$ cat src/rtl/vend_pkg.sv
// Shared vending definitions: coin values and coin acceptor state encoding.
// Imported by the coin acceptor front end and by the vending FSM.
package vend_pkg;

    localparam logic [4:0] COIN_NONE = 5'd0;
    localparam logic [4:0] COIN_5    = 5'd5;
    localparam logic [4:0] COIN_10   = 5'd10;

    typedef enum logic [1:0] {
        IDLE,
        MEASURE,
        JAM
    } acc_state_t;

endpackage

$ cat src/rtl/sensor_debounce.sv
// Two-flop synchroniser followed by a hold-time debounce filter.
// Both edges of filt lag the raw input by the same amount.
module sensor_debounce #(
    parameter int DBNC_CYC = 4
) (
    input  logic clk,
    input  logic rst_n,
    input  logic raw,
    output logic filt
);

    localparam int CW = (DBNC_CYC > 1) ? $clog2(DBNC_CYC) : 1;
    localparam logic [CW-1:0] LAST = CW'(DBNC_CYC - 1);

    logic [1:0]    sync;
    logic [CW-1:0] cnt;
    logic          s_sync;

    assign s_sync = sync[1];

    always_ff @(posedge clk or negedge rst_n) begin
        if (!rst_n) begin
            sync <= 2'b00;
        end else begin
            sync <= {sync[0], raw};
        end
    end

    // filt only follows after the new level held for DBNC_CYC samples
    always_ff @(posedge clk or negedge rst_n) begin
        if (!rst_n) begin
            cnt  <= '0;
            filt <= 1'b0;
        end else if (s_sync == filt) begin
            cnt <= '0;
        end else if (cnt == LAST) begin
            cnt  <= '0;
            filt <= s_sync;
        end else begin
            cnt <= cnt + 1'b1;
        end
    end

endmodule

$ cat src/rtl/coin_acceptor.sv
// Coin acceptor: debounces the beam sensor, measures blocked width and
// classifies each coin as 5 or 10 cents, a reject, or a jam.
import vend_pkg::*;

module coin_acceptor #(
    parameter int DBNC_CYC   = 4,
    parameter int NICKEL_MIN = 20,
    parameter int NICKEL_MAX = 40,
    parameter int DIME_MIN   = 50,
    parameter int DIME_MAX   = 80,
    parameter int JAM_CYC    = 255,
    parameter int CNT_W      = 8
) (
    input  logic       clk,
    input  logic       rst_n,
    input  logic       sensor_raw,
    input  logic       accept_en,
    output logic [4:0] coin,
    output logic       reject,
    output logic       jam,
    output logic       busy
);

    localparam logic [CNT_W-1:0] N_MIN = CNT_W'(NICKEL_MIN);
    localparam logic [CNT_W-1:0] N_MAX = CNT_W'(NICKEL_MAX);
    localparam logic [CNT_W-1:0] D_MIN = CNT_W'(DIME_MIN);
    localparam logic [CNT_W-1:0] D_MAX = CNT_W'(DIME_MAX);
    localparam logic [CNT_W-1:0] J_CYC = CNT_W'(JAM_CYC);

    acc_state_t       state, state_nxt;
    logic [CNT_W-1:0] wcnt, wcnt_nxt;
    logic             acc_q, acc_nxt;
    logic [4:0]       coin_nxt;
    logic             reject_nxt;
    logic             filt;

    sensor_debounce #(
        .DBNC_CYC(DBNC_CYC)
    ) u_dbnc (
        .clk  (clk),
        .rst_n(rst_n),
        .raw  (sensor_raw),
        .filt (filt)
    );

    always_ff @(posedge clk or negedge rst_n) begin
        if (!rst_n) begin
            state  <= IDLE;
            wcnt   <= '0;
            acc_q  <= 1'b0;
            coin   <= COIN_NONE;
            reject <= 1'b0;
        end else begin
            state  <= state_nxt;
            wcnt   <= wcnt_nxt;
            acc_q  <= acc_nxt;
            coin   <= coin_nxt;
            reject <= reject_nxt;
        end
    end

    // IDLE is only ever entered with filt low, so filt high there is a rising edge
    always_comb begin
        state_nxt  = state;
        wcnt_nxt   = wcnt;
        acc_nxt    = acc_q;
        coin_nxt   = COIN_NONE;
        reject_nxt = 1'b0;
        unique case (state)
            IDLE: begin
                if (filt) begin
                    state_nxt = MEASURE;
                    wcnt_nxt  = CNT_W'(1);
                    acc_nxt   = accept_en;
                end
            end
            MEASURE: begin
                if (filt) begin
                    wcnt_nxt = wcnt + 1'b1;
                    if (wcnt_nxt == J_CYC) begin
                        state_nxt = JAM;
                    end
                end else begin
                    state_nxt = IDLE;
                    if (acc_q && wcnt >= N_MIN && wcnt <= N_MAX) begin
                        coin_nxt = COIN_5;
                    end else if (acc_q && wcnt >= D_MIN && wcnt <= D_MAX) begin
                        coin_nxt = COIN_10;
                    end else begin
                        reject_nxt = 1'b1;
                    end
                end
            end
            JAM: begin
                if (!filt) begin
                    state_nxt = IDLE;
                end
            end
            default: begin
                state_nxt = IDLE;
            end
        endcase
    end

    assign jam  = (state == JAM);
    assign busy = (state != IDLE);

endmodule

$ cat config.mk
export PLATFORM = sky130hd
export DESIGN_NAME = coin_acceptor
export DESIGN_NICKNAME = d
export VERILOG_FILES = /design/src/rtl/vend_pkg.sv /design/src/rtl/sensor_debounce.sv /design/src/rtl/coin_acceptor.sv
export SDC_FILE = /design/constraint.sdc
export NUM_CORES = 1
export LEC_CHECK = 0
export BUFFER_PORTS_ARGS = -buffer_cell sky130_fd_sc_hd__buf_4
export CAP_MARGIN = 20
export CORE_UTILIZATION = 50
export CTS_CLUSTER_SIZE = 12
export DETAILED_ROUTE_END_ITERATION = 7
export HOLD_SLACK_MARGIN = 0.03
export PLACE_DENSITY = 0.73
export SYNTH_ARGS = -nofsm -noshare
export SYNTH_HDL_FRONTEND = slang
export SYNTH_SLANG_ARGS = --single-unit
export TNS_END_PERCENT = 5
$ cat constraint.sdc
create_clock -name clk -period 1.4 [get_ports clk]
set_input_delay 0.21 -clock clk [delete_from_list [all_inputs] [get_ports clk]]
set_output_delay 0.21 -clock clk [all_outputs]
set_load 0.01 [all_outputs]
; Word level (Yosys, flattened, before mapping)
; Index checks and enable logic that the tools add are counted.
[word_totals]
ff_bits = 22
input_bits = 4
out_inout_bits = 8
wordCells = 53
[op_classes]
addsub = 2
n_lt_le_gt_ge = 4
n_eq_ne = 9
mux = 18
n_bitwise = 1
reduce_logical = 11
[ops]
columns = operator, n
row1 = $mux W4, 4
row2 = $mux W8, 2
row3 = $pmux W8 S2, 1
row4 = $mux W2, 6
row5 = $add A8 B1 Y8 const B, 1
row6 = $eq A8 B8 Y1 const B, 1
row7 = $ge A8 B5 Y1 const B, 1
row8 = $ge A8 B6 Y1 const B, 1
row9 = $le A8 B6 Y1 const B, 1
row10 = $le A8 B7 Y1 const B, 1
row11 = $pmux W2 S3, 1
row12 = $reduce_and A3 Y1, 2
row13 = $eq A2 B2 Y1 const B, 2
row14 = $logic_and A1 B1 Y1, 4
row15 = $mux W1, 4
row16 = $ne A2 B1 Y1 const B, 2
row17 = $reduce_and A2 Y1, 2
row18 = $reduce_bool A2 Y1, 2
row19 = $ne A3 B3 Y1 const B, 1
row20 = $add A2 B1 Y2 const B, 1
row21 = $eq A2 B1 Y1 const B, 1
row22 = $logic_not A2 Y1, 1
row23 = $ne A2 B2 Y1 const B, 1
row24 = $eq A1 B1 Y1, 1
row25 = $not A1 Y1, 1

; Logic depth before layout (Yosys ltp)
; Gate-level depths: netlist of run 1.
[logic_depth]
depth_word = 7
depth_mapped = 7
mapped_depth_nobuf = 7

; Hierarchy
; Synthesis of run 1 repeated with hierarchy kept, for this count alone.
[hier_totals]
hier_cells = 107
hier_area_um2 = 1047.3
[by_module_without_submodules]
columns = mod, n_inst, cells_per_inst, area_each_um2, seq_area_each_um2
row1 = coin_acceptor, 1, 97, 873.3, 350.3
row2 = sensor_debounce, 1, 10, 173.9, 125.1

; Least setup slack after synthesis of run 1
; OpenSTA, ideal clock, no wires.
[synth_timing]
kind = flip-flop to flip-flop
start = register wcnt[1]
end = register wcnt[6]
setup_time_ps = 128
arrival_ps = 1246
required_time_ps = 1272
setup_slack_ps = 27
path_stages_with_launch = 7
path_buffers = 0
synth_period_minus_slack_ps = 1373
path_cell_list = dfrtp_1 ha_1 nand3_2 or2_1 a21o_1 nand2_1 o31ai_1
[synth_via]
elab_chain_cells = 3
[synth_lines]
columns = item, line_no
row1 = start: declaration, coin_acceptor.sv:31  ; logic [CNT_W-1:0] wcnt, wcnt_nxt;
row2 = start signal: assignment, coin_acceptor.sv:55  ; wcnt <= wcnt_nxt;
row3 = $add A8 B1 Y8, coin_acceptor.sv:79  ; wcnt_nxt = wcnt + 1'b1;
row4 = $mux W8, coin_acceptor.sv:78  ; if (filt) begin
row5 = $pmux W8 S2, coin_acceptor.sv:69  ; unique case (state)
; No other way between the ends. The select of a mux whose other input is x is not followed.
; A chain may end at the register's enable or synchronous reset.

; Final worst setup path of run 1
[layout_timing]
start = register wcnt[0]
end = register state[1]
[layout_via]
elab_chain_cells = 4
[layout_lines]
columns = item, line_no
row1 = $add A8 B1 Y8, coin_acceptor.sv:79
row2 = $eq A8 B8 Y1, coin_acceptor.sv:80  ; if (wcnt_nxt == J_CYC) begin
row3 = $ne A3 B3 Y1 (no source line), n/a
row4 = $reduce_and A3 Y1 (no source line), n/a
row5 = end signal: assignment, coin_acceptor.sv:54  ; state <= state_nxt;
row6 = end: declaration, coin_acceptor.sv:30  ; acc_state_t state, state_nxt;
; No other way between the ends.

==> key figures, run 1 <==
Floorplan
  • Die height: approximately 48 um
  • Starting Density: ~53%
  • Row count: 16
  • Die W: 47.55 um
  • Placeable Area: roughly 2000 sq um
  • Die area: between 2000 and 2500 sq um
  • # IOs: 12

Critical path
  • WP data required: roughly 1.7 ns
  • CP max stage cell: dfrtp_2
  • Crit. Startpoint: wcnt[0]$_DFFE_PN0P_
  • Critical R2R Launch: wcnt[0]$_DFFE_PN0P_
  • CP Capture Type: register
  • Crit path DAT: approximately 1.6 ns
  • Maximum fanout along the worst path: 6
  • Worst path cell trace: ha_4 > buf_4 > nand2b_1 > o22ai_2 > nand3_1 > o21ai_1
  • Critical path's largest stage delay: 0.47 ns
  • Crit Path Class: register to register
  • Crit path launch type: register

Yosys
  • Syn Area/Cell: approximately 9.7 sq um
  • Area leader, netlist: dfrtp_1
  • Async set-reset flop share out of synthesis: 100.0%
  • Register bit total from synthesis: 19
  • Commonest cells post-synth: 19 x dfrtp_1, 10 x nand2_1, 7 x nand2b_1, 5 x nor2_1
  • Area contributors post-synth: dfrtp_1 46%, ha_1 4.8%, nand2b_1 4.2%
  • Syn Nets: around 120
  • Post-Syn Area: around 1000 sq um
  • Post-synth EDFFs: 0
  • Area share of the largest cell type after synthesis: between 40% and 50%
  • Count of different cell masters after synthesis: 36
  • Post-synthesis sequential area ratio: 45.84%
  • Yosys warns: 0
  • Main synth FF type: dfrtp_1
  • Cell with the most instances after synthesis: dfrtp_1
  • Syn Inst Count: approximately 110

Run
  • Max_cap viols: 0

STA
  • Fin. Hold Viols: 0
  • Final period util: roughly 97%
  • Highest Clock Rate: 738.6 MHz
  • Setup violations, final: 0
  • Final Skew: between 0.008 and 0.009 ns
  • Min Clock Period, post-route: around 1.4 ns
  • Final Max Slew Viols: 0
  • Final total negative setup slack: 0 ns
  • RSZ-0062 raised after global routing: yes

Routing
  • WL final: 1992 um
  • Drt via density: 5.232
  • DRT Pass-1 Iters: 4
  • Drt first-iter violations: 26
  • DR DRC count: 0
  • WL/cell: 13.19 um
  • Via Count: between 700 and 800
  • DRT antenna net count: 0

Cells and area
  • Share of layout cells above drive strength 1: a little under a third
  • Post-layout nets: between 100 and 150
  • Post-route core utilization: 64.41%
  • Fin cells: around 150
  • Post-route cell area: approximately 1300 sq um
  • Syn-to-layout area delta: 21.83%
  • # diodes: 0

Power and ir drop
  • Logic pwr share: 45.6%
  • Pleak: 0.5416 nW
  • Pint: 1.285 mW
  • Sw frac: between 30% and 40%
  • Flop pwr share: ~40%
  • Maximum VDD drop: 1047 uV
  • Total power: around 2.1 mW
  • NetSw: 0.7733 mW
  • Clk network pwr share: roughly 14%
  • PD cells: approximately 1600 nW/um^2

Global route
  • Vias in the first global route: 653
  • Remaining Overflow, GRT: 0
  • Largest net degree at the start of global routing: 20
  • First-pass GRT wire length: 2932 um
  • Antenna violations before repair: 0
  • GRT Overall Usage: 19.35%

Clocking
  • Clock Pin Slew Worst Setup and Hold Paths: approximately 0.12 ns
  • CTS tree: done
  • TritonCTS Buffers: 3
  • CTS Sinks: 19
  • Clock Root Buffer: clkbuf_4
  • H-tree depth: 1
  • Clock tree buffer depth: 2
  • Clk_lat worst skew: between 0.3 and 0.4 ns

Placement
  • DP Wirelength: roughly 1200 um
  • Placed Cells: 140
  • Port bufs: 10
  • GPL Wtd Cong: 0.8301
  • Placed Instance Area: roughly 1100 sq um

Hold path
  • Hold Path Class: primary input to register
  • HP Start: accept_en

Outcome
  • Outcome: completed
## stage by stage
stage,hold slack [ns],worst slack (ns)
3_3_place_gp,0.09460,0.003485
2_1_floorplan,-0.08559,0.02662
5_1_grt,0.1179,-0.008954
3_5_place_dp,0.09886,-0.03089
6_report,0.1262,0.04607
4_1_cts,0.1175,-0.03733
## critical path: cells and delay by family, from the launching register on
family | cells | cell delay, ns
AOI/OAI and AO/OA | 2 | 0.27
and+or+nand+nor | 2 | 0.26
adders and majority gates | 1 | 0.18
buffers and inverters | 1 | 0.14
DFF | 1 | 0.47
## cell families (layout without fill, tap and decap cells)
| logic type | after synthesis | count (layout) | share of synthesized area, % |
|---|---|---|---|
| multiplexers | 2 | 2 | 2.171 |
| XOR/XNOR | 3 | 3 | 2.534 |
| adder cells (fa/ha/maj) | 4 | 4 | 4.825 |
| AO/OA/AOI/OAI | 22 | 22 | 13.75 |
| flip-flops | 19 | 19 | 45.84 |
| AND/OR/NAND/NOR | 44 | 44 | 23.52 |
| buffers and inverters | 12 | 29 | 6.996 |
| other | 1 | 1 | 0.3615 |
## final timing paths
kind	to	slack, ns	cells past startpoint
max	state[1]$_DFFE_PN0P_	0.05	6
min	acc_q$_DFFE_PN0P_	0.13	2
max reg2reg	state[1]$_DFFE_PN0P_	0.05	6
min reg2reg	u_dbnc.sync[1]$_DFF_PN0_	0.37	0
max in group asynchronous	wcnt[0]$_DFFE_PN0P_	0.85	2
min in group asynchronous	u_dbnc.sync[0]$_DFF_PN0_	0.32	2
## registers in the layout, indices dropped and copies added, names as in the netlist
name         flops
reject           1
u_dbnc.sync      2
coin             2
u_dbnc.cnt       2
wcnt             8
state            2
u_dbnc.filt      1
acc_q            1
## power by group through the flow
stage / registers, mW / clock network [mW] / logic, mW
after global routing: 0.851 / 0.332 / 1.04
after CTS: 0.808 / 0.305 / 0.766
after global placement: 0.836 / 0 / 0.690
after detailed placement: 0.840 / 0 / 0.703
after floorplan: 0.782 / 0 / 0.523
final: 0.829 / 0.291 / 0.939
## cell type report
type	count	area, sq um
Timing Repair Buffer	22	173.9
Clock inverter	1	7.507
Sequential cell	19	480.5
Clock buffer	3	22.52
Multi-Input combinational cell	76	534.3
Fill cell	162	698.2
Tap cell	27	33.78
Inverter	3	11.26
## layer usage
| metal | track usage [%] | vias up | part of all wire [%] |
|---|---|---|---|
| met2 | 26.85 | 25 | 48 |
| met1 | 28.74 | 362 | 47 |
| met5 | 0 | - | 0 |
| li1 | - | 401 | - |
| met3 | 4.528 | 2 | 3.7 |
| met4 | 8.333 | 0 | 1.6 |
## placed cells by master, fill, tap and decap left out, types with 2 or more instances in the layout
cell / n
buf_4: 19
dfrtp_1: 15
nand2_1: 10
nand2b_1: 6
nor2_1: 5
nor2b_1: 4
o21ai_0: 4
a21o_1: 4
o31ai_1: 4
dfrtp_2: 4
nand4_1: 3
nand3_1: 3
clkbuf_4: 3
nor3b_1: 2
xnor2_1: 2
nor3_1: 2
inv_1: 2
a21oi_1: 2
mux2_2: 2
o21ai_1: 2
ha_4: 2
ha_1: 2
dlygate4sd3_1: 2
## what timing repair did
item                                    4_1_cts  5_1_grt
endpoints found under the setup margin        2        7
hold buffers                                  2        0
hold endpoints to repair                     20        0
resized for setup                             2       13
buffers inserted                              1        4
pin swaps                                     0        6
Note: power is estimated with default switching activity, not from simulation.
==> run 2: changes to the inputs <==
--- a/config.mk
+++ b/config.mk
@@ -5,13 +5,14 @@
 export SDC_FILE = /design/constraint.sdc
 export NUM_CORES = 1
 export LEC_CHECK = 0
+export ABC_CLOCK_PERIOD_IN_PS = 1400
 export BUFFER_PORTS_ARGS = -buffer_cell sky130_fd_sc_hd__buf_4
 export CAP_MARGIN = 20
 export CORE_UTILIZATION = 50
 export CTS_CLUSTER_SIZE = 12
 export DETAILED_ROUTE_END_ITERATION = 7
 export HOLD_SLACK_MARGIN = 0.03
-export PLACE_DENSITY = 0.73
+export PLACE_DENSITY = 0.74
 export SYNTH_ARGS = -nofsm -noshare
 export SYNTH_HDL_FRONTEND = slang
 export SYNTH_SLANG_ARGS = --single-unit
==> run 2 against run 1 <==
Flip-flop and latch count did not move; largest power group unchanged; power is 3.7% lower; combinational power fell by 8.0%; sequential share of layout area increased by 1.1 points; setup slack better by 0.012 ns; critical endpoint is now busy; clock power decreased by 3%; fmax grew 0.89%.
==> key figures, run 2 (synthesized netlist as in run 1, its figures left out) <==
Outcome
  • Outcome: completed

Floorplan
  • Die height: 47.55 um (unchanged)
  • Starting Density: 52.87% (unchanged)
  • Die area: 2261 sq um (unchanged)
  • Placeable Area: 1962 sq um (unchanged)
  • # IOs: 12 (unchanged)
  • Row count: 16 (unchanged)
  • Die W: 47.55 um (unchanged)

Cells and area
  • Post-route cell area: 1232 sq um (-2.5%)
  • Top reg by flops: wcnt
  • Share of layout cells above drive strength 1: 29.51% (-1.9 points)
  • Max reg flops: 8 (unchanged)
  • Most common cell after layout, fill and taps aside: buf_4
  • Syn-to-layout area delta: 18.82%
  • Post-layout nets: 131 (-1.5%)
  • Post-route core utilization: 62.82% (-1.6 points)
  • # diodes: 0 (unchanged)
  • Most frequent cells in the layout: 18 x buf_4, 14 x dfrtp_1, 10 x nand2_1
  • Fin cells: 149 (-1.3%)

Clocking
  • Clock tree buffer depth: 2 (unchanged)
  • H-tree depth: 1 (unchanged)
  • CTS tree: done
  • CTS Sinks: 19 (unchanged)
  • Clock Pin Slew Worst Setup and Hold Paths: 0.11 ns (about the same)
  • Clock Root Buffer: clkbuf_4
  • TritonCTS Buffers: 3 (unchanged)
  • Clk_lat worst skew: 0.31 ns (about the same)

Routing
  • WL final: 2045 um (+2.7%)
  • DR DRC count: 0 (unchanged)
  • DRT antenna net count: 0 (unchanged)
  • Drt first-iter violations: 14 (-46%)
  • Routed wl met3: 72 um (-1.4%)
  • Via Count: 832 (+5.3%)
  • Met2 Wirelength: 1007 um (+5.7%)
  • Highest routed layer: met4
  • DRT Pass-1 Iters: 4 (unchanged)
  • WL/cell: 13.72 um (+4.0%)
  • WL met1: 932 um (unchanged)
  • Drt via density: 5.584 (+6.7%)

Critical path
  • Crit path launch type: register
  • Reg2reg path depth: 6 (unchanged)
  • Critical R2R Launch: wcnt[0]$_DFFE_PN0P_
  • Worst R2R Setup Slack: 0.06 ns (about the same)
  • CP Capture Type: primary output
  • Crit path DAT: 1.13 ns (-0.47 ns)
  • R2r endpoint: wcnt[6]$_DFFE_PN0P_
  • WP data required: 1.19 ns (-0.46 ns)
  • Maximum fanout along the worst path: 3 (-3)
  • Crit Path Class: register to primary output

STA
  • Setup violations, final: 0 (unchanged)
  • RSZ-0062 raised after global routing: yes
  • Final Max Slew Viols: 0 (unchanged)
  • Min Clock Period, post-route: 1.342 ns (-0.01200 ns)
  • Final Skew: 0.007806 ns (-0.0006803 ns)
  • Final period util: 95.85% (-0.86 points)
  • Fin. Hold Viols: 0 (unchanged)
  • Hold slack: 0.1252 ns (-0.001027 ns)
  • Highest Clock Rate: 745.2 MHz (+0.89%)
  • Final WS setup: 0.05807 ns (+0.01200 ns)

Global route
  • Vias in the first global route: 718 (+10%)
  • Largest net degree at the start of global routing: 20 (unchanged)
  • Antenna violations before repair: 0 (unchanged)
  • Remaining Overflow, GRT: 0 (unchanged)
  • GRT Overall Usage: 20.75% (+1.4 points)
  • First-pass GRT wire length: 3160 um (+7.8%)

Run
  • Max_cap viols: 0 (unchanged)

Hold path
  • HP Start: accept_en
  • Worst hold stages: 2 (unchanged)
  • Hold EP: acc_q$_DFFE_PN0P_
  • Hold Path Class: primary input to register

Placement
  • Placed Cells: 140 (unchanged)
  • GPL Wtd Cong: 0.8978 (+8.2%)
  • Placed Instance Area: 1122 sq um (unchanged)
  • Port bufs: 10 (unchanged)
  • Dpl ws: 0.01228 ns (+0.04317 ns)
  • DP Wirelength: 1338 um (+7.0%)

Power and ir drop
  • Flop pwr share: 42.1% (+1.8 points)
  • PD cells: 1608 nW/um^2 (-1.3%)
  • Clk network pwr share: 14.3% (+0.2 points)
  • Sw frac: 37.76% (+0.20 points)
  • Maximum VDD drop: 924.4 uV (-12%)
  • Pleak: 0.5294 nW (-2.3%)
  • Logic pwr share: 43.6% (-2.0 points)
  • Pint: 1.234 mW (-4.0%)
  • NetSw: 0.7484 mW (-3.2%)
-- run 2: what timing repair did --
action	4_1_cts	5_1_grt
resized for setup	2	10
endpoints found under the setup margin	2	6
endpoints found under the hold margin	20	0
gates cloned	0	0
setup buffers	1	2
pin swaps	0	4
hold buffers	2	0
-- run 2: worst max path at each step --
stage	slack [ns]	start	cells past startpoint	end
after floorplan	0.03	wcnt[1]$_DFFE_PN0P_	6	wcnt[6]$_DFFE_PN0P_
after global placement	0.05	wcnt[0]$_DFFE_PN0P_	6	wcnt[6]$_DFFE_PN0P_
after detailed placement	0.01	wcnt[0]$_DFFE_PN0P_	6	wcnt[6]$_DFFE_PN0P_
after CTS	0.007	wcnt[0]$_DFFE_PN0P_	6	wcnt[6]$_DFFE_PN0P_
after global routing	-0.008	wcnt[0]$_DFFE_PN0P_	6	wcnt[6]$_DFFE_PN0P_
final	0.06	state[0]$_DFFE_PN0P_	2	busy
-- run 2: layout make-up --
cell class,count,area [sq um]
Clock buffer,3,22.52
Timing Repair Buffer,20,155.1
Multi-Input combinational cell,76,523.0
Tap cell,27,33.78
Clock inverter,1,5.005
Sequential cell,19,481.7
Inverter,3,11.26
Fill cell,171,729.5
-- run 2: layer usage --
metal  vias up  track usage (%)
met5         -                0
met4         0            11.67
met3         6            3.396
met2        24            32.33
met1       409            27.49
li1        393                -
-- run 2: through the flow --
stage	TNS (ns)	total power, mW
after floorplan	0	1.305
after global placement	0	1.527
after detailed placement	0	1.549
after CTS	0	1.866
after global routing	-0.01138	2.121
final	0	1.982
-- run 2: worst max-delay path, stage by stage, from the launching register on --
cell     delay [ns]
dfrtp_2        0.44
or2_4          0.24
buf_4          0.14
-- run 2: power by group through the flow --
stage          combinational, mW  clock, mW  sequential (mW)
4_1_cts                    0.768      0.290            0.808
2_1_floorplan              0.523          0            0.782
3_3_place_gp               0.708          0            0.819
6_report                   0.864      0.283            0.835
5_1_grt                    0.955      0.312            0.854
3_5_place_dp               0.718          0            0.831
==> run 3: changes to the inputs <==
--- a/config.mk
+++ b/config.mk
@@ -12,7 +12,7 @@
 export CTS_CLUSTER_SIZE = 12
 export DETAILED_ROUTE_END_ITERATION = 7
 export HOLD_SLACK_MARGIN = 0.03
-export PLACE_DENSITY = 0.74
+export PLACE_DENSITY = 0.75
 export SYNTH_ARGS = -nofsm -noshare
 export SYNTH_HDL_FRONTEND = slang
 export SYNTH_SLANG_ARGS = --single-unit
==> run 3 against run 2 <==
Power decreased by 2.4%; count of clock-buffer cells in the layout unchanged; sequential share of layout area is 0.34 points higher; core utilization shrank 1.0 points; critical path type is now register to register; highest routed layer unchanged.
==> key figures, run 3 (synthesized netlist as in run 1, its figures left out) <==
Clocking
  • CTS Sinks: 19 (unchanged)
  • Clock tree buffer depth: 2 (unchanged)
  • Clock Root Buffer: clkbuf_4
  • CTS tree: done
  • TritonCTS Buffers: 3 (unchanged)
  • H-tree depth: 1 (unchanged)
  • Clock Pin Slew Worst Setup and Hold Paths: 0.12 ns (about the same)
  • Clk_lat worst skew: 0.31 ns (about the same)

Routing
  • WL final: 2020 um (-1.2%)
  • DR DRC count: 0 (unchanged)
  • Drt first-iter violations: 16 (+2)
  • Via Count: 816 (-1.9%)
  • DRT antenna net count: 0 (unchanged)
  • DRT Pass-1 Iters: 4 (unchanged)
  • Highest routed layer: met4
  • Drt via density: 5.477 (-1.9%)
  • Met2 Wirelength: 1052 um (+4.5%)
  • WL met1: 858 um (-7.9%)
  • Routed wl met3: 90 um (+25%)
  • WL/cell: 13.56 um (-1.2%)

Global route
  • Antenna violations before repair: 0 (unchanged)
  • Largest net degree at the start of global routing: 20 (unchanged)
  • Vias in the first global route: 705 (-1.8%)
  • First-pass GRT wire length: 3174 um (+0.44%)
  • Remaining Overflow, GRT: 0 (unchanged)
  • GRT Overall Usage: 21.02% (+0.27 points)

Critical path
  • Maximum fanout along the worst path: 4 (+1)
  • Crit path launch type: register
  • Crit Path Class: register to register
  • CP Capture Type: register
  • Crit path DAT: 1.59 ns (+0.46 ns)
  • WP data required: 1.60 ns (+0.41 ns)

STA
  • Final period util: 98.95% (+3.1 points)
  • Final Skew: 0.007137 ns (-0.0006683 ns)
  • Hold slack: 0.1247 ns (-0.0004720 ns)
  • Highest Clock Rate: 721.9 MHz (-3.1%)
  • Fin. Hold Viols: 0 (unchanged)
  • RSZ-0062 raised after global routing: yes
  • Setup violations, final: 0 (unchanged)
  • Min Clock Period, post-route: 1.385 ns (+0.04331 ns)
  • Final Max Slew Viols: 0 (unchanged)
  • Final total negative setup slack: 0 ns (unchanged)

Floorplan
  • Die area: 2261 sq um (unchanged)
  • Die W: 47.55 um (unchanged)
  • # IOs: 12 (unchanged)
  • Die height: 47.55 um (unchanged)
  • Starting Density: 52.87% (unchanged)
  • Row count: 16 (unchanged)
  • Placeable Area: 1962 sq um (unchanged)

Cells and area
  • Fin cells: 149 (unchanged)
  • Max reg flops: 8 (unchanged)
  • Syn-to-layout area delta: 16.89%
  • Most frequent cells in the layout: 17 x dfrtp_1, 17 x buf_4, 10 x nand2_1
  • # diodes: 0 (unchanged)
  • Area of the multi-input gates: 500.5 sq um (-4.3%)
  • Share of layout cells above drive strength 1: 25.41% (-4.1 points)
  • Number of filler cells placed in the layout: 173 (+1.2%)
  • Post-layout nets: 131 (unchanged)
  • Register area: 478.0 sq um (-0.78%)
  • Top reg by flops: wcnt
  • Post-route core utilization: 61.80% (-1.0 points)

Power and ir drop
  • Pleak: 0.5301 nW (+0.13%)
  • Flop pwr share: 42.0% (about the same)
  • Clk network pwr share: 15.4% (+1.1 points)
  • Pint: 1.211 mW (-1.8%)
  • Sw frac: 37.41% (-0.35 points)
  • Logic pwr share: 42.6% (-1.0 points)
  • Maximum VDD drop: 1133 uV (+23%)
  • PD cells: 1596 nW/um^2 (-0.75%)
  • NetSw: 0.7239 mW (-3.3%)

Placement
  • Placed Cells: 140 (unchanged)
  • GPL Wtd Cong: 0.8564 (-4.6%)
  • Port bufs: 10 (unchanged)
  • DP Wirelength: 1349 um (+0.85%)

Hold path
  • Hold Path Class: primary input to register

Outcome
  • Outcome: completed

Run
  • Max_cap viols: 0 (unchanged)
==> run 3: changes by cell type in the layout (fill, tap and decap cells not counted), sizes merged <==
cell / change
clkinvlp: +1
clkinv: -1
==> run 3: final cells by class <==
type / count / share of cell area (%)
Tap cell: 27 / 2.786
Multi-Input combinational cell: 76 / 41.28
Sequential cell: 19 / 39.42
Timing Repair Buffer: 20 / 13.11
Clock inverter: 1 / 0.6192
Inverter: 3 / 0.9288
Clock buffer: 3 / 1.858
==> run 3: final timing paths <==
kind                                           from                  endpoint  slack [ns]  cells after the start
max                             wcnt[0]$_DFFE_PN0P_       wcnt[6]$_DFFE_PN0P_        0.01                      6
max reg2reg                     wcnt[0]$_DFFE_PN0P_       wcnt[6]$_DFFE_PN0P_        0.01                      6
max in group asynchronous                     rst_n      state[0]$_DFFE_PN0P_        0.87                      2
min reg2reg                u_dbnc.sync[0]$_DFF_PN0_  u_dbnc.sync[1]$_DFF_PN0_        0.36                      0
min in group asynchronous                     rst_n         coin[1]$_DFF_PN0_        0.30                      2
min                                       accept_en         acc_q$_DFFE_PN0P_        0.12                      2
==> run 3: layer usage <==
layer  track usage [%]  vias to the layer above
li1                  -                      392
met1             27.14                      399
met2             34.52                       23
met3             4.528                        2
met4             8.333                        0
met5                 0                        -
==> run 3: critical path: stages (launching register included) <==
cell and delay (ns):
dfrtp_1 0.42, ha_2 0.22, nand3_2 0.10, or2_1 0.25, a21o_1 0.18, nand2_1 0.06, o31ai_1 0.06
==> run 3: through the flow <==
step | power [mW] | setup slack [ns] | cell area, sq um
after global placement | 1.502 | 0.07094 | 1122
after global routing | 2.098 | -0.06238 | 1212
after CTS | 1.897 | 0.002739 | 1192
final | 1.935 | 0.01476 | 1212
after detailed placement | 1.529 | 0.03259 | 1122
after floorplan | 1.305 | 0.02662 | 1037
==> run 3: power by group through the flow <==
stage	sequential, mW	combinational (mW)	clock (mW)
6_report	0.812	0.825	0.298
5_1_grt	0.835	0.929	0.335
3_3_place_gp	0.842	0.660	0
3_5_place_dp	0.851	0.677	0
4_1_cts	0.808	0.780	0.309
2_1_floorplan	0.782	0.523	0
==> run 3: timing repair <==
item,in CTS,in global routing
endpoints found under the hold margin,20,0
pin swaps,0,1
setup endpoints to repair,2,5
buffers inserted,2,1
hold buffers,2,0
gates resized for setup,2,4
